--- config.mk ---
export PLATFORM = sky130hd
export DESIGN_NAME = mem_stage
export DESIGN_NICKNAME = d
export VERILOG_FILES = /design/src/rtl/cpu_pkg.sv /design/src/rtl/wait_timer.sv /design/src/rtl/mem_stage.sv
export SDC_FILE = /design/constraint.sdc
export NUM_CORES = 1
export LEC_CHECK = 0
export ABC_CLOCK_PERIOD_IN_PS = 6000
export CAP_MARGIN = 30
export CORE_MARGIN = 2
export CORE_UTILIZATION = 45
export DETAILED_ROUTE_END_ITERATION = 10
export MAX_ROUTING_LAYER = met4
export PLACE_DENSITY = 0.87
export REMOVE_ABC_BUFFERS = 1
export SYNTH_ARGS = -nofsm -noshare
export SYNTH_HDL_FRONTEND = slang
export SYNTH_SLANG_ARGS = --single-unit
--- constraint.sdc ---
create_clock -name clk -period 6 [get_ports clk]
set_input_delay 1.2 -clock clk [delete_from_list [all_inputs] [get_ports clk]]
set_output_delay 1.2 -clock clk [all_outputs]
set_load 0.05 [all_outputs]
--- src/rtl/cpu_pkg.sv ---
// Shared CPU definitions: op-code encoding (common with the ALU) and memory-stage FSM states.
package cpu_pkg;

  localparam logic [5:0] OP_ADD    = 6'b000001;
  localparam logic [5:0] OP_SUB    = 6'b000010;
  localparam logic [5:0] OP_AND    = 6'b000100;
  localparam logic [5:0] OP_OR     = 6'b000101;
  localparam logic [5:0] OP_XOR    = 6'b000110;
  localparam logic [5:0] OP_SLT    = 6'b000111;
  localparam logic [5:0] OP_LDR_DM = 6'b001001;
  localparam logic [5:0] OP_STR_DM = 6'b001010;
  localparam logic [5:0] OP_LDR_IM = 6'b001011;

  typedef enum logic [1:0] {IDLE, DM_WAIT, IM_WAIT} mem_state_t;

  function automatic logic is_alu_op(input logic [5:0] op);
    case (op)
      OP_ADD, OP_SUB, OP_AND, OP_OR, OP_XOR, OP_SLT: return 1'b1;
      default:                                      return 1'b0;
    endcase
  endfunction

endpackage

--- src/rtl/wait_timer.sv ---
// Counts wait cycles while enabled; expired flags the cycle in which the count would reach TIMEOUT.
module wait_timer #(
  parameter int unsigned TIMEOUT = 15
) (
  input  logic clk,
  input  logic rst_n,
  input  logic i_clear,
  input  logic i_en,
  output logic o_expired
);

  localparam int unsigned CW = $clog2(TIMEOUT + 1);

  logic [CW-1:0] r_cnt;

  assign o_expired = i_en && (r_cnt == CW'(TIMEOUT - 1));

  always_ff @(posedge clk) begin
    if (!rst_n || i_clear) begin
      r_cnt <= '0;
    end else if (i_en && !o_expired) begin
      r_cnt <= r_cnt + CW'(1);
    end
  end

endmodule

--- src/rtl/mem_stage.sv ---
// Memory stage: passes ALU results to writeback or runs a data/image memory access with stall and timeout.
module mem_stage
  import cpu_pkg::*;
#(
  parameter int unsigned N       = 32,
  parameter int unsigned AW      = 16,
  parameter int unsigned IAW     = 18,
  parameter int unsigned RW      = 4,
  parameter int unsigned TIMEOUT = 15
) (
  input  logic          clk,
  input  logic          rst_n,
  input  logic          ex_valid,
  output logic          ex_ready,
  input  logic [5:0]    ex_op,
  input  logic [N-1:0]  ex_result,
  input  logic [N-1:0]  ex_sdata,
  input  logic [RW-1:0] ex_rd,
  output logic          dm_req,
  output logic          dm_we,
  output logic [AW-1:0] dm_addr,
  output logic [N-1:0]  dm_wdata,
  input  logic [N-1:0]  dm_rdata,
  input  logic          dm_ack,
  output logic          im_req,
  output logic [IAW-1:0] im_addr,
  input  logic [N-1:0]  im_rdata,
  input  logic          im_ack,
  output logic          wb_valid,
  output logic          wb_we,
  output logic [RW-1:0] wb_rd,
  output logic [N-1:0]  wb_data,
  output logic          mem_err
);

  mem_state_t r_state;
  logic       r_ld;
  logic       w_accept;
  logic       w_dm_op;
  logic       w_im_op;
  logic       w_dm_oor;
  logic       w_im_oor;
  logic       w_tmr_clear;
  logic       w_tmr_en;
  logic       w_expired;

  assign ex_ready = rst_n && (r_state == IDLE);
  assign w_accept = ex_valid && ex_ready;
  assign w_dm_op  = (ex_op == OP_LDR_DM) || (ex_op == OP_STR_DM);
  assign w_im_op  = (ex_op == OP_LDR_IM);
  assign w_dm_oor = |ex_result[N-1:AW];
  assign w_im_oor = |ex_result[N-1:IAW];

  // The timer only runs while a request is outstanding and no ack has arrived this cycle.
  assign w_tmr_clear = (r_state == IDLE);
  assign w_tmr_en    = ((r_state == DM_WAIT) && !dm_ack) || ((r_state == IM_WAIT) && !im_ack);

  wait_timer #(.TIMEOUT(TIMEOUT)) u_timer (
    .clk      (clk),
    .rst_n    (rst_n),
    .i_clear  (w_tmr_clear),
    .i_en     (w_tmr_en),
    .o_expired(w_expired)
  );

  always_ff @(posedge clk) begin
    if (!rst_n) begin
      r_state  <= IDLE;
      r_ld     <= 1'b0;
      dm_req   <= 1'b0;
      dm_we    <= 1'b0;
      dm_addr  <= '0;
      dm_wdata <= '0;
      im_req   <= 1'b0;
      im_addr  <= '0;
      wb_valid <= 1'b0;
      wb_we    <= 1'b0;
      wb_rd    <= '0;
      wb_data  <= '0;
      mem_err  <= 1'b0;
    end else begin
      wb_valid <= 1'b0;
      case (r_state)
        IDLE: begin
          if (w_accept) begin
            wb_rd <= ex_rd;
            if ((w_dm_op && w_dm_oor) || (w_im_op && w_im_oor)) begin
              mem_err  <= 1'b1;
              wb_valid <= 1'b1;
              wb_we    <= 1'b0;
              wb_data  <= '0;
            end else if (w_dm_op) begin
              r_state  <= DM_WAIT;
              r_ld     <= (ex_op == OP_LDR_DM);
              dm_req   <= 1'b1;
              dm_we    <= (ex_op == OP_STR_DM);
              dm_addr  <= ex_result[AW-1:0];
              dm_wdata <= ex_sdata;
            end else if (w_im_op) begin
              r_state <= IM_WAIT;
              im_req  <= 1'b1;
              im_addr <= ex_result[IAW-1:0];
            end else begin
              wb_valid <= 1'b1;
              wb_we    <= is_alu_op(ex_op);
              wb_data  <= ex_result;
            end
          end
        end
        DM_WAIT: begin
          // An ack arriving in the expiry cycle still completes normally.
          if (dm_ack) begin
            r_state  <= IDLE;
            dm_req   <= 1'b0;
            wb_valid <= 1'b1;
            wb_we    <= r_ld;
            wb_data  <= r_ld ? dm_rdata : '0;
          end else if (w_expired) begin
            r_state  <= IDLE;
            dm_req   <= 1'b0;
            mem_err  <= 1'b1;
            wb_valid <= 1'b1;
            wb_we    <= 1'b0;
            wb_data  <= '0;
          end
        end
        IM_WAIT: begin
          if (im_ack) begin
            r_state  <= IDLE;
            im_req   <= 1'b0;
            wb_valid <= 1'b1;
            wb_we    <= 1'b1;
            wb_data  <= im_rdata;
          end else if (w_expired) begin
            r_state  <= IDLE;
            im_req   <= 1'b0;
            mem_err  <= 1'b1;
            wb_valid <= 1'b1;
            wb_we    <= 1'b0;
            wb_data  <= '0;
          end
        end
        default: r_state <= IDLE;
      endcase
    end
  end

endmodule

Yosys cells after proc, flatten, opt, wreduce, memory -nomap -nowiden

Cells that the tools add are included.

Register bits after elaboration: 115
Bits in writable memories: 0
Output and inout bits: 109
Memories: 0
Bits in read-only memories: 0
Word-level logic and storage cells: 125
Bits in latches: 0

Shift-type cells: 0
Add/sub/neg operators: 1
Bitwise operators: 2
Divide/modulo/power cells: 0
Muxes and demuxes: 52
Magnitude comparators: 0
$mul: 0
Reduce and logical (&&, ||, !) cells: 31
Eq/ne operators: 25

Operator list:

| kind                | number |
|---|---|
| $mux 32             | 8 |
| $pmux 32 s3         | 1 |
| $mux 1              | 30 |
| $eq 6x3->1 const B  | 4 |
| $eq 6x4->1 const B  | 3 |
| $ne 2x2->1 const B  | 8 |
| $reduce_or 16->1    | 1 |
| $reduce_and 5->1    | 3 |
| $mux 2              | 7 |
| $reduce_or 14->1    | 1 |
| $ne 3x3->1 const B  | 3 |
| $pmux 1 s3          | 3 |
| $logic_and 1x1->1   | 8 |
| $reduce_and 4->1    | 2 |
| $eq 6x1->1 const B  | 1 |
| $eq 6x2->1 const B  | 1 |
| $ne 3x2->1 const B  | 2 |
| $pmux 2 s3          | 1 |
| $reduce_and 6->1    | 1 |
| $reduce_or 6->1     | 1 |
| $add 4x1->4 const B | 1 |
| $eq 4x4->1 const B  | 1 |
| $logic_not 1->1     | 4 |
| $logic_or 1x1->1    | 4 |
| other kinds (9)     | 12 |

Depth between registers and ports, before layout

Gate-level depths: netlist of the first run.

Depth after elaboration: 8
Depth in mapped cells: 10

Modules after synthesis

From an unflattened synthesis of the first run, not the netlist that was laid out.

Cells, all modules: 672
Area total of the unflattened synthesis: 5,723.0 um^2

By module, submodules not included:

| module     | cells each | times used | area each (um^2) | sequential area each (um^2) |
|---|---|---|---|---|
| mem_stage  | 648        | 1          | 5,506.5          | 2,222.1 |
| wait_timer | 24         | 1          | 216.5            | 80.1 |

Least setup slack after synthesis of the first run

OpenSTA, ideal clock, no wires.

Kind: input to register
Start: in ex_op[5]
End: reg dm_req
Data required time: 5,884 ps
Slack: 3,143 ps
Arrival time: 2,742 ps
Setup time: 116 ps
Cell stages on the path: 5
Path through: or4b_4 -> nor2_8 -> nand4_2 -> a221o_1 -> a31o_1

Word-level cells in the longest chain between the ends: 6
Elaborated cells on any way between the ends: 10

RTL lines:

| element                        | RTL line         | RTL |
|---|---|---|
| from (decl)                    | mem_stage.sv:15  | `input logic [5:0] ex_op,` |
| $eq 6x4->1                     | mem_stage.sv:49  | `assign w_dm_op = (ex_op == OP_LDR_DM) \|\| (ex_op == OP_STR_DM);` |
| $logic_or 1x1->1               | mem_stage.sv:49  |  |
| $logic_and 1x1->1              | mem_stage.sv:87  | `if ((w_dm_op && w_dm_oor) \|\| (w_im_op && w_im_oor)) begin` |
| $logic_or 1x1->1               | mem_stage.sv:87  |  |
| $ne 2x2->1 (no line)           | n/a              |  |
| $reduce_and 5->1 (no line) (*) | n/a              |  |
| to (signal assigned)           | mem_stage.sv:95  | `dm_req <= 1'b1;` |
| to (signal assigned)           | mem_stage.sv:114 | `dm_req <= 1'b0;` |
| to (signal assigned)           | mem_stage.sv:120 | `dm_req <= 1'b0;` |
| to (decl)                      | mem_stage.sv:19  | `output logic dm_req,` |

Mark *: on every way between the ends. The rest lies on a longest branch, timed or not.
A chain may end at the register's enable or synchronous reset.

Worst setup path in the final report of the first run

Start: in rst_n
End: out ex_ready

Word-level cells in the longest chain between the ends: 1

RTL lines:

| element           | RTL line        | RTL |
|---|---|---|
| from (decl)       | mem_stage.sv:12 | `input logic rst_n,` |
| $logic_and 1x1->1 | mem_stage.sv:47 | `assign ex_ready = rst_n && (r_state == IDLE);` |
| to (decl)         | mem_stage.sv:14 | `output logic ex_ready,` |

Every way passes these cells.

==> results of run 1 <==
worst max-delay path by stage:
stage	slack [ps]	cells after the start	from	end
2_1_floorplan	2360	5	ex_result[18]	dm_req
3_3_place_gp	1790	3	rst_n	ex_ready
3_5_place_dp	1760	3	rst_n	ex_ready
4_1_cts	1760	3	rst_n	ex_ready
5_1_grt	1700	3	rst_n	ex_ready
6_report	1770	3	rst_n	ex_ready
layer usage:
metal,share of wire,global-route usage
met2,0.50,0.511
met1,0.39,0.337
met4,0.022,0.137
met3,0.091,0.0728
met5,0,-
cells by family after synthesis:
logic type	after synthesis
adder cells (fa/ha/maj)	6
AO/OA/AOI/OAI	219
buffers and inverters	61
flip-flops	115
AND/OR/NAND/NOR	252
multiplexers	1
XOR/XNOR	4
sequential cells by signal, summed over array words and instances (netlist names), 2 cells and up:
signal         count
dm_addr           16
dm_wdata          32
im_addr           18
r_state            2
u_timer.r_cnt      4
wb_data           32
wb_rd              4
area by class of cell:
class	count	area, um^2	area share
timing repair buffer	259	2590	0.302
clock inverter	13	234	0.0273
multi-input combinational	482	2820	0.329
inverter	5	18.8	0.00219
tap	143	179	0.0209
sequential	115	2300	0.268
clock buffer	18	429	0.0500
per-stage QoR:
| stage | util | cells | hold slack, ps |
|---|---|---|---|
| after floorplan | - | 602 | 427 |
| after global placement | 0.682 | 1003 | 441 |
| after detailed placement | 0.682 | 1003 | 443 |
| after CTS | 0.739 | 1034 | 453 |
| after global routing | 0.742 | 1035 | 467 |
| final | 0.742 | 1035 | 451 |
critical path: stages:
cell             delay, ps
clkdlybuf4s50_1        770
and2_1                 240
clkdlybuf4s50_1        820
placed cells by master, fill, tap and decap left out, drive strengths merged, types with 3 or more instances in the layout:
| cell type | instances |
|---|---|
| bufinv | 6 |
| ha | 6 |
| a21oi | 75 |
| buf | 8 |
| a31oi | 17 |
| clkinv | 5 |
| nand2 | 199 |
| a32o | 17 |
| clkbuf | 18 |
| dfxtp | 115 |
| clkinvlp | 3 |
| clkdlybuf4s50 | 251 |
| o211ai | 12 |
| nor3 | 5 |
| nor2 | 18 |
| nand3 | 3 |
| nor4 | 4 |
| and3 | 3 |
| inv | 4 |
| a211oi | 3 |
| o21ai | 11 |
| nand2b | 5 |
| nor2b | 3 |
| a221o | 33 |
| nand4 | 3 |
| a21o | 20 |
| o2111ai | 20 |
power by group:
part / internal, mW / leakage (nW) / switching, mW
Combinational: 0.131 / 1.73 / 0.131
Clock: 0.776 / 0.312 / 0.366
Sequential: 0.780 / 0.932 / 0.0125
==> reports/qor.csv, run 1 <==
metric;value;unit
initial antenna violation count;0;
Commonest cells post-synth;nand2_1 (199), dfxtp_1 (115), a21oi_1 (74);
H-tree depth;4;
Hold-fix buffers, CTS;0;
largest family of logic cells by synthesized area;compound AO/OA/AOI/OAI gates;
Routed Antenna Nets;0;
Fmax achieved;236;MHz
endpoints failing hold;0;
CTS tree;done;
share of layout cells above drive strength 1;0.0572;
most area-hungry cell type in the Yosys netlist;dfxtp_1;
Netlist cell types;53;
Via Count;6129;
Critical Path RT;4800;ps
CP Class;in -> out;
post-synthesis cell area;5380;um^2
CTS Buf Count;17;
worst-skew pair later-pin latency;410;ps
arrival time worst endpoint;3030;ps
Post-Synth Adder-Cell Area;0.0140;
setup tns final;0;ps
startpoint types;primary input;
setup ws final;1770;ps
gr usage total;0.302;
post-CTS sizing;0;
clk slew on worst S/H paths;50;ps
count leader, synth;nand2_1;
Fill cells;867;
P_leak;2.98;nW
cell area after layout;8580;um^2
Slew Viols, Final;0;
status;finished, final reports clean;
DR vias/cell;5.92;
post-synthesis sequential area ratio;0.428;
CTS Sinks;115;
grt ovf;0;
initial DRC count;502;
largest net degree at the start of global routing;51;
Worst Reg2Reg Path Length in Cells;8;
Core ar.;11600;um^2
synthesized flop and latch total;115;
mux cell area share after synthesis;0.00186;
Synth top area share;0.428;
clock root cell;clkbuf_16;
post-synthesis simple-gate area fraction;0.203;
fin crit share;0.706;
r2r setup slk;2440;ps
Worst Hold Depth;2;
worst hold endpoint;im_addr[13];
Final nets;1029;
PnR Total Power;2.20;mW
num ports;252;
die height;113;um
postcts setup bufs;0;
first-pass GRT wire length;29800;um
Primary FF master, synth;dfxtp_1;
clk buf depth;2;
EDFF count, synth;0;
RSZ-0062 raised after global routing;no;
DRC errors left;0;
Routed WL;19400;um
die area;12800;um^2
initial core utilization;0.465;
Slew Limit Headroom;0.325;
Synth area leaders;dfxtp_1 (43%), nand2_1 (14%), a21oi_1 (6.9%);
DP HPWL;13500;um
Fin Clk Skew;9.03;ps
average wire per cell in the routed design;18.8;um
Die X-Extent;113;um
# setup viols final;0;
Hold Path Class;reg -> reg;
Async SR Flop Fraction;0;
site row count;39;
pre-CTS setup slack;1760;ps
P per Cell Area;256;nW/um^2
maximum VDD drop;0.000182;V
Area after DPL;7890;um^2
length of the first detailed-routing pass in iterations;6;
GPL Wtd Cong;0.933;
Compound-Gate Fraction of Synth Area;0.297;
min cycle time layout;4230;ps
Max-Cap Viols;0;
Critical R2R Launch;r_state[0];
XOR/XNOR share of the synthesized area;0.00791;
Worst setup EP type;primary output;
yosys warns;0;
Slew @ Worst Pin;1010;ps
ant diodes;0;
Worst Path Max Fanout;14;
syn avg cell area;8.17;um^2
Mapped Cells;658;
worst hold start;im_addr[13];
area grow syn2layout;59.4;%
FF-to-FF End;wb_data[15];
vias in the first global route;5990;
PortBufs;251;
No activity file was read; power rests on OpenSTA's default activity.
==> run 2, diff against run 1 <==
ABC_CLOCK_PERIOD_IN_PS = 4000   (was 6000)
CORE_UTILIZATION = 42   (was 45)
PLACE_DENSITY = 0.82   (was 0.87)
clock period = 4 ns   (was 6 ns; I/O delays follow)
==> run 2 against run 1 <==
First-iteration DRC count up 0.80%. Global-route usage down 3.0 points. Die area up 6.9%. Clock-buffer cell count up 2. Via count down 3.7%. Non-clock buffer count up 9. Largest power group unchanged.
==> reports/qor.csv, run 2 (same netlist as run 1, synthesis figures left out) <==
metric;value;unit;change
Fmax achieved;322;MHz;
Largest regs;dm_wdata: 32 flops, wb_data: 32 flops, im_addr: 18 flops;;
slowest CP cell;clkdlybuf4s50_1;;
site row count;41;;+5.1%
initial DRC count;506;;+0.80%
clock root cell;clkbuf_16;;
die area;13700;um^2;+6.9%
FF-to-FF End;wb_data[8];;
startpoint types;primary input;;
average wire per cell in the routed design;17.1;um;-8.9%
RSZ-0062 raised after global routing;no;;
Hold Path Class;reg -> reg;;
DP HPWL;12900;um;-4.8%
# setup viols final;0;;unchanged
die height;117;um;+3.4%
Critical Path RT;3200;ps;-1600 ps
most used cell, CP;clkdlybuf4s50_1;;
clk slew on worst S/H paths;50;ps;about the same
min cycle time layout;3100;ps;
Max-Cap Viols;0;;unchanged
P_leak;3.02;nW;+1.4%
setup tns final;0;ps;unchanged
postcts setup bufs;0;;unchanged
fin crit share;0.776;;
setup ws final;895;ps;-870 ps
H-tree depth;4;;unchanged
worst-skew pair later-pin latency;410;ps;about the same
Fill cells;998;;+15%
endpoints failing hold;0;;unchanged
Final nets;1038;;+0.87%
initial antenna violation count;0;;unchanged
r2r setup slk;990;ps;-1450 ps
CP Class;in -> out;;
Hold-fix buffers, CTS;0;;unchanged
DR vias/cell;5.50;;-7.2%
worst hold start;dm_wdata[5];;
gr usage total;0.271;;-0.0302
commonest non-fill, non-tap cell in the layout;clkdlybuf4s50_1;;
ant diodes;0;;unchanged
Slew Limit Headroom;0.404;;+0.0788
P per Cell Area;371;nW/um^2;+45%
Slew Viols, Final;0;;unchanged
Worst Path Max Fanout;2;;-12
Die X-Extent;117;um;+3.4%
post-CTS sizing;0;;unchanged
largest net degree at the start of global routing;62;;+22%
WP buf/inv;2;;unchanged
DRC errors left;0;;unchanged
worst hold endpoint;dm_wdata[5];;
Slew @ Worst Pin;894;ps;-118 ps
Routed Antenna Nets;0;;unchanged
pre-CTS setup slack;660;ps;-1110 ps
Fin Clk Skew;10.6;ps;+1.56 ps
arrival time worst endpoint;2300;ps;-730 ps
GPL Wtd Cong;0.811;;-13%
area grow syn2layout;61.3;%;
length of the first detailed-routing pass in iterations;5;;-1
grt ovf;0;;unchanged
initial core utilization;0.428;;-0.0371
maximum VDD drop;0.000269;V;+48%
num ports;252;;unchanged
Routed WL;18400;um;-5.4%
share of layout cells above drive strength 1;0.0676;;+0.0105
vias in the first global route;5518;;-7.9%
CTS Sinks;115;;unchanged
Via Count;5903;;-3.7%
Worst Reg2Reg Path Length in Cells;7;;-1
PortBufs;251;;unchanged
Crit path largest cell delay;850;ps;+30 ps
CTS tree;done;;
Worst setup EP type;primary output;;
clk buf depth;2;;unchanged
utilization after layout;0.690;;-0.0511
Critical R2R Launch;r_state[0];;
crit-path cells;clkdlybuf4s50_1, and2_1, clkdlybuf4s50_1;;
Worst Hold Depth;2;;unchanged
Core ar.;12600;um^2;+8.7%
PnR Total Power;3.22;mW;+46%
status;finished, final reports clean;;
CTS Buf Count;17;;unchanged
leading cell types in the layout, fill and taps excluded;clkdlybuf4s50_1 (251), nand2_1 (199), dfxtp_1 (115), a21oi_1 (74), a221o_1 (33);;
delay-heaviest family, CP;buffers and inverters;;
first-pass GRT wire length;27900;um;-6.3%
[run 2: stage by stage]
step,cell area (um^2),hold slack (ps),std cells
floorplan,5140,427,602
global placement,8010,437,1041
detailed placement,8040,446,1042
CTS,8680,454,1074
global route,8680,468,1074
finish,8680,451,1074
[run 2: worst reg2reg max path, cell delays in order (launching register included)]
cell	delay (ps)
dfxtp_1	400
inv_1	90
ha_2	320
buf_4	480
clkinv_1	660
a41oi_4	690
a21o_1	160
a32o_1	160
[run 2: layout make-up]
type | instances | area [um^2] | share of cell area
clock buffer | 20 | 457 | 0.0526
clock inverter | 12 | 179 | 0.0206
inverter | 5 | 18.8 | 0.00216
multi-input combinational | 482 | 2820 | 0.325
sequential | 115 | 2300 | 0.265
tap | 172 | 215 | 0.0248
timing repair buffer | 268 | 2690 | 0.309
[run 2: power by group]
group / switching, mW / internal (mW)
Sequential: 0.0177 / 1.17
Combinational: 0.196 / 0.200
Clock: 0.557 / 1.08
Total: 0.771 / 2.45
[run 2: per-layer routing]
metal,part of all wire,vias to the layer above,GRT usage
met3,0.087,16,0.0711
met2,0.49,285,0.452
met4,0.012,0,0.0745
met1,0.41,2738,0.325
li1,-,2864,-
met5,0,-,-
[run 2: worst max path at each step]
stage | start | end | depth (start not counted) | slack, ps
after floorplan | ex_result[18] | dm_req | 5 | 760
after global placement | ex_result[23] | dm_we | 7 | 670
after detailed placement | ex_result[23] | wb_data[8] | 6 | 660
after CTS | rst_n | ex_ready | 3 | 880
after global routing | r_state[0] | wb_data[5] | 7 | 680
final | rst_n | ex_ready | 3 | 900
==> run 3, diff against run 2 <==
ABC_CLOCK_PERIOD_IN_PS = 2700   (was 4000)
CORE_UTILIZATION = 37   (was 42)
PLACE_DENSITY = 0.76   (was 0.82)
clock period = 2.7 ns   (was 4 ns; I/O delays follow)
==> run 3 against run 2 <==
Clock-buffer cell count up 5. Clock skew down 5.3 ps. Core utilization down 6.7 points. Design area up 3.2%. Sequential cell count unchanged. First-iteration DRC count down 38%.
==> reports/qor.csv, run 3 (same netlist as run 1, synthesis figures left out) <==
metric;value;unit;change
status;finished, final reports clean;;
slowest CP cell;clkdlybuf4s50_1;;
Core ar.;14400;um^2;+14%
clk buf depth;2;;unchanged
utilization after layout;0.623;;-0.0671
Fin Clk Skew;5.25;ps;-5.34 ps
pre-CTS setup slack;-71.1;ps;-731 ps
P per Cell Area;509;nW/um^2;+37%
Worst Path Max Fanout;27;;+25
Slew @ Worst Pin;569;ps;-325 ps
Clock Power Share;0.479;;-0.029
Slew Limit Headroom;0.619;;+0.215
clock root cell;clkbuf_16;;
Final nets;1066;;+2.7%
length of the first detailed-routing pass in iterations;7;;+2
most used cell, CP;buf_4;;
Critical Path RT;3040;ps;-160 ps
Worst Reg2Reg Path Length in Cells;8;;+1
initial DRC count;313;;-38%
Die X-Extent;125;um;+6.3%
CTS Buf Count;17;;unchanged
commonest non-fill, non-tap cell in the layout;clkdlybuf4s50_1;;
Worst setup EP type;flip-flop;;
postcts setup bufs;0;;unchanged
sw frac;0.241;;+0.000890
leading cell types in the layout, fill and taps excluded;clkdlybuf4s50_1 (250), nand2_1 (199), dfxtp_1 (115), a21oi_1 (74), buf_4 (34);;
arrival time worst endpoint;2680;ps;+380 ps
Fmax achieved;428;MHz;
Slew Viols, Final;0;;unchanged
Crit path largest cell delay;450;ps;-400 ps
PortBufs;251;;unchanged
P_int;3.46;mW;+42%
fin crit share;0.865;;
CTS tree;done;;
area grow syn2layout;66.5;%;
die area;15500;um^2;+13%
grt ovf;0;;unchanged
worst hold endpoint;dm_wdata[10];;
setup tns final;0;ps;unchanged
Routed WL;18800;um;+2.3%
vias in the first global route;6004;;+8.8%
startpoint types;primary input;;
min cycle time layout;2340;ps;
Critical R2R Launch;r_state[1];;
site row count;44;;+7.3%
average wire per cell in the routed design;16.9;um;-1.3%
crit-path cells;clkdlybuf4s50_1, nor4_1, buf_4, and4_1, buf_4, and4_2, buf_12, nand4b_1, a21oi_1;;
DRC errors left;0;;unchanged
CTS Sinks;115;;unchanged
Worst Hold Depth;2;;unchanged
clk slew on worst S/H paths;50;ps;about the same
Largest regs;dm_wdata: 32 flops, wb_data: 32 flops, im_addr: 18 flops;;
share of layout cells above drive strength 1;0.0957;;+0.0281
DR vias/cell;5.39;;-1.9%
FF-to-FF End;wb_data[23];;
num ports;252;;unchanged
# setup viols final;0;;unchanged
worst-skew pair later-pin latency;410;ps;about the same
gr usage total;0.250;;-0.0210
ant diodes;0;;unchanged
H-tree depth;4;;unchanged
r2r setup slk;510;ps;-480 ps
die height;125;um;+6.3%
RSZ-0062 raised after global routing;no;;
endpoints failing hold;0;;unchanged
NetSw;1.10;mW;+42%
largest net degree at the start of global routing;56;;-9.7%
maximum VDD drop;0.000434;V;+61%
Reg power frac;0.386;;+0.017
setup ws final;365;ps;-530 ps
CP Class;in -> reg;;
Routed Antenna Nets;0;;unchanged
post-CTS sizing;0;;unchanged
Hold Path Class;reg -> reg;;
initial antenna violation count;0;;unchanged
DP HPWL;13300;um;+3.4%
Hold-fix buffers, CTS;0;;unchanged
worst hold start;dm_wdata[10];;
P_leak;3.16;nW;+4.7%
GPL Wtd Cong;0.867;;+6.9%
first-pass GRT wire length;30500;um;+9.3%
initial core utilization;0.374;;-0.0536
Via Count;6009;;+1.8%
Max-Cap Viols;0;;unchanged
Logic pwr share;0.135;;+0.012
[run 3: how the worst max path moves through the flow]
stage	slack, ps	endpoint	cells past startpoint	start
3_5_place_dp	-70	dm_we	9	ex_result[18]
2_1_floorplan	-310	wb_data[0]	6	r_state[0]
3_3_place_gp	-10	wb_data[7]	9	ex_result[18]
6_report	360	dm_we	9	ex_result[18]
4_1_cts	370	dm_we	9	ex_result[18]
5_1_grt	190	dm_we	9	ex_result[23]
[run 3: worst max-delay path: cells and delay by family]
kind,cells,cell delay (ps)
buffers and inverters,4,990
AOI/OAI and AO/OA,1,160
and+or+nand+nor,4,970
[run 3: layout make-up]
class | count | area [um^2]
Clock buffer | 25 | 515
Clock inverter | 7 | 71.3
Fill cell | 1291 | 5410
Inverter | 5 | 18.8
Multi-Input combinational cell | 482 | 2820
Sequential cell | 115 | 2300
Tap cell | 184 | 230
Timing Repair Buffer | 296 | 3000
[run 3: layer usage]
metal,track usage,up-vias,share of wire
met4,0.0945,0,0.018
met1,0.298,2798,0.43
met2,0.412,271,0.49
met5,-,-,0
met3,0.0584,30,0.070
li1,-,2910,-
[run 3: power by group through the flow]
stage / combinational, mW / sequential [mW] / clock [mW]
final: 0.618 / 1.76 / 2.18
after detailed placement: 0.615 / 1.79 / 0
after floorplan: 0.115 / 1.91 / 0
after global placement: 0.612 / 1.79 / 0
after global routing: 0.652 / 1.76 / 2.30
after CTS: 0.619 / 1.76 / 2.22
[run 3: stage by stage]
step	hold WS [ps]	total power, mW	cells	area [um^2]
2_1_floorplan	427	2.03	602	5140
3_3_place_gp	440	2.41	1082	8370
3_5_place_dp	446	2.41	1082	8370
4_1_cts	453	4.60	1114	8960
5_1_grt	470	4.72	1114	8960
6_report	451	4.56	1114	8960
